==> src/rtl/rtc_pkg.sv <==
`default_nettype none
// ============================================================================
// Module      : rtc_pkg
// Description : Shared encodings and field widths for the RTC timekeeper.
// Revision    : 1.0
// ============================================================================
package rtc_pkg;

  localparam int SEC_W   = 6;
  localparam int MIN_W   = 6;
  localparam int HR_W    = 5;
  localparam int SEC_MAX = 59;
  localparam int MIN_MAX = 59;

  typedef enum logic [0:0] {
    MODE_CLOCK = 1'b0,
    MODE_SETUP = 1'b1
  } mode_e;

  typedef enum logic [1:0] {
    POS_SEC = 2'b00,
    POS_MIN = 2'b01,
    POS_HR  = 2'b10
  } pos_e;

  function automatic pos_e next_pos(input pos_e p);
    case (p)
      POS_SEC: next_pos = POS_MIN;
      POS_MIN: next_pos = POS_HR;
      default: next_pos = POS_SEC;
    endcase
  endfunction

endpackage
`default_nettype wire

==> src/rtl/rtc_field_cnt.sv <==
`default_nettype none
// ============================================================================
// Module      : rtc_field_cnt
// Description : Wrapping time-field counter; wrap flags an increment at MAX.
// Revision    : 1.0
// ============================================================================
module rtc_field_cnt #(
  parameter int WIDTH = 6,
  parameter int MAX   = 59
) (
  input  logic             clk,
  input  logic             rst_n,
  input  logic             inc,
  output logic [WIDTH-1:0] value,
  output logic [WIDTH-1:0] value_next,
  output logic             wrap
);

  logic [WIDTH-1:0] r_value;

  assign wrap  = inc && (r_value == WIDTH'(MAX));
  assign value = r_value;

  always_comb begin
    value_next = r_value;
    if (wrap)
      value_next = '0;
    else if (inc)
      value_next = r_value + 1'b1;
  end

  always_ff @(posedge clk or negedge rst_n) begin
    if (!rst_n)
      r_value <= '0;
    else
      r_value <= value_next;
  end

endmodule
`default_nettype wire

==> src/rtl/rtc_timekeeper.sv <==
`default_nettype none
// ============================================================================
// Module      : rtc_timekeeper
// Description : Clock-enabled hh:mm:ss timekeeper with setup mode and alarm.
// Revision    : 1.0
// ============================================================================
module rtc_timekeeper
  import rtc_pkg::*;
#(
  parameter int TICK_DIV  = 50000000,
  parameter int HR_MAX    = 23,
  parameter int BLINK_DIV = 12500000
) (
  input  logic             clk,
  input  logic             rst_n,
  input  logic             i_mode_pls,
  input  logic             i_pos_pls,
  input  logic             i_inc_pls,
  input  logic             i_alarm_en,
  input  logic [HR_W-1:0]  i_alarm_hr,
  input  logic [MIN_W-1:0] i_alarm_min,
  input  logic             i_alarm_clr,
  output logic [SEC_W-1:0] o_sec,
  output logic [MIN_W-1:0] o_min,
  output logic [HR_W-1:0]  o_hr,
  output logic             o_mode,
  output logic [1:0]       o_position,
  output logic             o_sec_tick,
  output logic             o_day_tick,
  output logic             o_blink,
  output logic             o_alarm
);

  localparam int PW = $clog2(TICK_DIV);
  localparam int BW = $clog2(BLINK_DIV + 1);
  localparam logic [PW-1:0] c_tick_last  = PW'(TICK_DIV - 1);
  localparam logic [BW-1:0] c_blink_last = BW'(BLINK_DIV - 1);

  mode_e            r_mode;
  pos_e             r_pos;
  logic [PW-1:0]    r_presc;
  logic [BW-1:0]    r_blink_cnt;
  logic             r_blink;
  logic             r_sec_tick;
  logic             r_day_tick;
  logic             r_alarm;

  logic             w_clock;
  logic             w_tick;
  logic             w_edit_inc;
  logic             w_edit_pos;
  logic             w_sec_en, w_min_en, w_hr_en;
  logic             w_sec_wrap, w_min_wrap, w_hr_wrap;
  logic             w_carry_min, w_carry_hr;
  logic             w_alarm_hit;
  logic [SEC_W-1:0] w_sec_next;
  logic [MIN_W-1:0] w_min_next;
  logic [HR_W-1:0]  w_hr_next;

  assign w_clock    = (r_mode == MODE_CLOCK);
  assign w_tick     = w_clock && (r_presc == c_tick_last);
  // A mode pulse wins over any same-cycle edit request.
  assign w_edit_inc = !w_clock && !i_mode_pls && i_inc_pls;
  assign w_edit_pos = !w_clock && !i_mode_pls && i_pos_pls;

  assign w_carry_min = w_tick && w_sec_wrap;
  assign w_carry_hr  = w_carry_min && w_min_wrap;

  assign w_sec_en = w_tick      || (w_edit_inc && r_pos == POS_SEC);
  assign w_min_en = w_carry_min || (w_edit_inc && r_pos == POS_MIN);
  assign w_hr_en  = w_carry_hr  || (w_edit_inc && r_pos == POS_HR);

  rtc_field_cnt #(.WIDTH(SEC_W), .MAX(SEC_MAX)) u_sec (
    .clk(clk), .rst_n(rst_n), .inc(w_sec_en),
    .value(o_sec), .value_next(w_sec_next), .wrap(w_sec_wrap)
  );

  rtc_field_cnt #(.WIDTH(MIN_W), .MAX(MIN_MAX)) u_min (
    .clk(clk), .rst_n(rst_n), .inc(w_min_en),
    .value(o_min), .value_next(w_min_next), .wrap(w_min_wrap)
  );

  rtc_field_cnt #(.WIDTH(HR_W), .MAX(HR_MAX)) u_hr (
    .clk(clk), .rst_n(rst_n), .inc(w_hr_en),
    .value(o_hr), .value_next(w_hr_next), .wrap(w_hr_wrap)
  );

  // Next values are always in range, so out-of-range alarm settings never hit.
  assign w_alarm_hit = w_tick && i_alarm_en && (w_sec_next == '0) &&
                       (w_min_next == i_alarm_min) && (w_hr_next == i_alarm_hr);

  always_ff @(posedge clk or negedge rst_n) begin
    if (!rst_n)
      r_presc <= '0;
    else if (!w_clock || i_mode_pls || w_tick)
      r_presc <= '0;
    else
      r_presc <= r_presc + 1'b1;
  end

  always_ff @(posedge clk or negedge rst_n) begin
    if (!rst_n) begin
      r_mode <= MODE_CLOCK;
      r_pos  <= POS_SEC;
    end else if (i_mode_pls) begin
      r_mode <= w_clock ? MODE_SETUP : MODE_CLOCK;
      if (w_clock)
        r_pos <= POS_SEC;
    end else if (w_edit_pos) begin
      r_pos <= next_pos(r_pos);
    end
  end

  always_ff @(posedge clk or negedge rst_n) begin
    if (!rst_n) begin
      r_blink_cnt <= '0;
      r_blink     <= 1'b1;
    end else if (w_clock || i_mode_pls) begin
      r_blink_cnt <= '0;
      r_blink     <= 1'b1;
    end else if (r_blink_cnt == c_blink_last) begin
      r_blink_cnt <= '0;
      r_blink     <= ~r_blink;
    end else begin
      r_blink_cnt <= r_blink_cnt + 1'b1;
    end
  end

  always_ff @(posedge clk or negedge rst_n) begin
    if (!rst_n) begin
      r_sec_tick <= 1'b0;
      r_day_tick <= 1'b0;
      r_alarm    <= 1'b0;
    end else begin
      r_sec_tick <= w_tick;
      r_day_tick <= w_carry_hr && w_hr_wrap;
      if (!i_alarm_en || i_alarm_clr)
        r_alarm <= 1'b0;
      else if (w_alarm_hit)
        r_alarm <= 1'b1;
    end
  end

  assign o_mode     = r_mode;
  assign o_position = r_pos;
  assign o_sec_tick = r_sec_tick;
  assign o_day_tick = r_day_tick;
  assign o_blink    = r_blink;
  assign o_alarm    = r_alarm;

endmodule
`default_nettype wire

==> config.mk <==
export PLATFORM = sky130hd
export DESIGN_NAME = rtc_timekeeper
export DESIGN_NICKNAME = d
export VERILOG_FILES = /design/src/rtl/rtc_pkg.sv /design/src/rtl/rtc_field_cnt.sv /design/src/rtl/rtc_timekeeper.sv
export SDC_FILE = /design/constraint.sdc
export NUM_CORES = 1
export LEC_CHECK = 0
export CAP_MARGIN = 20
export CORE_MARGIN = 2
export CORE_UTILIZATION = 57
export DETAILED_ROUTE_END_ITERATION = 6
export MAX_ROUTING_LAYER = met4
export PLACE_DENSITY = 0.88
export SLEW_MARGIN = 20
export SYNTH_ARGS = -nofsm -noshare
export SYNTH_HDL_FRONTEND = slang
export SYNTH_HIERARCHICAL = 1
export SYNTH_SLANG_ARGS = --single-unit
==> constraint.sdc <==
create_clock -name clk -period 5.15 [get_ports clk]
set_input_delay 1.2875 -clock clk [delete_from_list [all_inputs] [get_ports clk]]
set_output_delay 1.2875 -clock clk [all_outputs]
set_load 0.005 [all_outputs]
==> impl_metrics.py <==
metrics = {
    "status": {
        "status": "finished clean",
    },
    "cts": {
        "cts_hold_buf": 0,
        "cts_tree": "yes",
        "cts.htree.levels": 3,
        "cts_setup_buffers": 0,
        "root_buffer": "clkbuf_8",
        "numCtsBuffers": 9,
        "cts_num_sinks": 74,
        "insertion_delay_ps": 350,
        "clock_path_buffers": 2,
        "cts_resized": 0,
        "clk_pin_slew_ps": 80,
    },
    "route": {
        "drt_wl_total_um": 8949,
        "wl_per_cell_um": 16.42,
        "dr.first_iter.drc_count": 237,
        "remaining_drc_errors": 0,
        "viasPerCell": 6.182,
        "dr.pass1.iters": 5,
        "dr_total_vias": 3369,
        "antenna_left": 0,
    },
    "worst_setup_path": {
        "start_kind": "primary input",
        "slowest_delay_ps": 460,
        "crit_chain": "clkdlybuf4s50_1, nor2b_1, nand2_1, nor2_1, a21o_1, nand3_1, nor3_2, o2bb2ai_1, nand3_1, nor3_2, a32o_1, nand4_1, nor2_1, nor2_1, xnor2_1, nand4_1, nor4_1, a32o_1",
        "critPathSlowestCell": "clkdlybuf4s50_1",
        "arrival_ps": 5190,
        "crit_required_ps": 5440,
        "cp_max_fo": 6,
        "end_kind": "flop",
        "cp_top_family": "simple AND/OR/NAND/NOR gates",
        "path_common_cell": "nor2_1",
        "critical_path_class": "in -> reg",
        "path_buf_inv": 1,
    },
    "grt": {
        "grt_max_degree": 45,
        "overflow": 0,
        "grt_usage_pct": 25.47,
        "grt_pass1_vias": 3193,
        "grt_pass1_wl_um": 14710,
        "antenna_found_initial": 0,
    },
    "final_layout": {
        "drive_above_1_share_pct": 7.097,
        "fin_cells": 545,
        "layout-area-overhead-vs-synth_pct": 18.84,
        "fin_area_um2": 4672,
        "nets": 483,
        "layout_common_cells": "73 x dfrtp_1, 51 x nor2_1, 40 x clkdlybuf4s50_1",
        "insertedDiodeCount": 0,
        "layout_commonest_cell": "dfrtp_1",
    },
    "power": {
        "vdd_drop_max_mv": 0.1584,
        "internal_power_w": 0.001133,
        "p_switching_w": 0.0004770,
        "powerDensity_nw_per_um2": 344.6,
        "combPwrFrac_pct": 21.4,
        "leakage_nw": 1.740,
        "total_power_w": 0.001610,
        "swShare_pct": 29.63,
        "seq_power_share_pct": 44.4,
        "clockPowerShare_pct": 34.2,
    },
    "placed_design": {
        "dp_hpwl_um": 6139,
        "place_congestion": 0.8485,
        "io_buffers": 41,
        "pre_cts_slack_ps": 56.93,
        "dp.cells": 529,
        "postPlaceCellArea_um2": 4425,
    },
    "timing": {
        "setup_ws_ps": 254.7,
        "fin_crit_ps": 4895,
        "hold_viol_final": 0,
        "finalCritPeriodShare_pct": 95.05,
        "rsz0062_at_grt": "false",
        "slew_violations": 0,
        "fin_tns_setup_ps": 0,
        "worst_pin_slew_ps": 582.6,
        "clock_skew_ps": 13.57,
        "setup_violations": 0,
        "fmaxAchievable_mhz": 204.3,
        "slew_headroom_pct": 61.03,
    },
    "synthesis": {
        "netlist_instances": 416,
        "synth_nets": 439,
        "seq_area_frac_synth_pct": 47.14,
        "synth_cell_type_count": 46,
        "synth.avg_cell_area_um2": 9.450,
        "ys_warn_count": 6,
        "yosys_register_bits": 74,
        "netlist_area_um2": 3931,
        "synthArstFlopShare_pct": 100.0,
        "synth_flop_cell": "dfrtp_1",
        "synth-edff-count": 0,
    },
    "hold_path": {
        "holdCritPathClass": "reg -> reg",
    },
    "die": {
        "io_pins": 42,
        "design.core.area_um2": 6719,
        "die_y_um": 87.05,
        "initial_core_util_pct": 58.51,
        "chipWidth_um": 87.05,
        "dieArea_um2": 7577,
        "fp-row-count": 30,
    },
    "run": {
        "maxCapViolations": 0,
    },
}
## Yosys cell counts (all sizes together), types with 4 or more instances
cell,n,share of area [%]
xnor2,35,7.8
nand2,27,2.6
nand3,31,4.5
inv,13,1.2
and4,4,0.89
nand4,21,3.5
clkbuf,8,0.83
or4,12,2.3
a21oi,21,2.7
nor2,51,4.9
dfrtp,73,46
buf,8,1.4
xor2,10,2.2
o31ai,11,2.1
nor3,12,1.8
nor4,8,1.3
ha,5,1.6
o21ai,20,2.5
or3,14,2.2
## registers in the layout, summed over array words and instances, names as in the netlist
name	cells
o_alarm	1
o_blink	1
o_day_tick	1
o_mode	1
o_position	2
o_sec_tick	1
r_blink_cnt	24
r_presc	26
u_hr/value	5
u_min/value	6
u_sec/value	6
## cells by family (layout without fill, tap and decap cells)
| logic type | count (synthesis) | count (layout) | share of synthesized area, % |
|---|---|---|---|
| AND/OR/NAND/NOR | 198 | 198 | 27.43 |
| flip-flops | 74 | 74 | 47.14 |
| AO/OA/AOI/OAI | 62 | 62 | 9.580 |
| XOR/XNOR | 45 | 45 | 10.03 |
| buffers and inverters | 29 | 78 | 3.469 |
| adder cells (fa/ha/maj) | 5 | 5 | 1.591 |
| multiplexers | 3 | 3 | 0.7639 |
## routing by layer
metal	wire (µm)	track usage [%]	vias up	share of wire [%]
met5	0	-	-	0
met4	167	9.943	0	1.9
met3	439	5.877	19	4.9
met2	4515	40.94	113	50
met1	3826	31.23	1644	43
li1	-	-	1593	-
## worst register-to-register path, delay by kind of cell, from the launching register on
kind	cells	cell delay [ps]
AND/OR/NAND/NOR	12	2810
XOR/XNOR	1	220
buffers and inverters	1	210
flip-flops	1	430
AO/OA/AOI/OAI	4	870
## final timing paths
kind / from / end / slack, ps / depth (start not counted)
worst min-delay path: r_blink_cnt[0] / r_blink_cnt[0] / 520 / 1
min in group asynchronous: rst_n / r_presc[24] / 930 / 1
max in group asynchronous: rst_n / o_blink / 3380 / 2
worst min register to register: r_blink_cnt[0] / r_blink_cnt[0] / 520 / 1
worst max register to register: r_presc[10] / o_alarm / 560 / 18
worst max-delay path: i_mode_pls / o_alarm / 250 / 18
## stage by stage
stage | hold WS [ps] | utilization [%]
after detailed placement | 513.3 | 65.87
after floorplan | 474.5 | -
after CTS | 523.0 | 69.50
after global routing | 538.0 | 69.53
after global placement | 503.6 | 65.87
final | 520.6 | 69.53
## power groups by stage
stage	Clock, W	Sequential [W]	Combinational (W)
detailed placement	0	0.000725	0.000333
global route	0.000585	0.000724	0.000377
finish	0.000550	0.000716	0.000344
floorplan	0	0.000691	0.000202
global placement	0	0.000719	0.000323
CTS	0.000555	0.000714	0.000342
## area by class of cell
cell class	instances	area, µm²
clock buffers	11	141.4
well taps	80	100.1
clock inverters	5	102.6
flip-flops and latches	74	1853
multi-input cells	313	1958
repair buffers	49	467.9
inverters	13	48.80
fillers	470	2047
(Power assumes the default switching activity.)
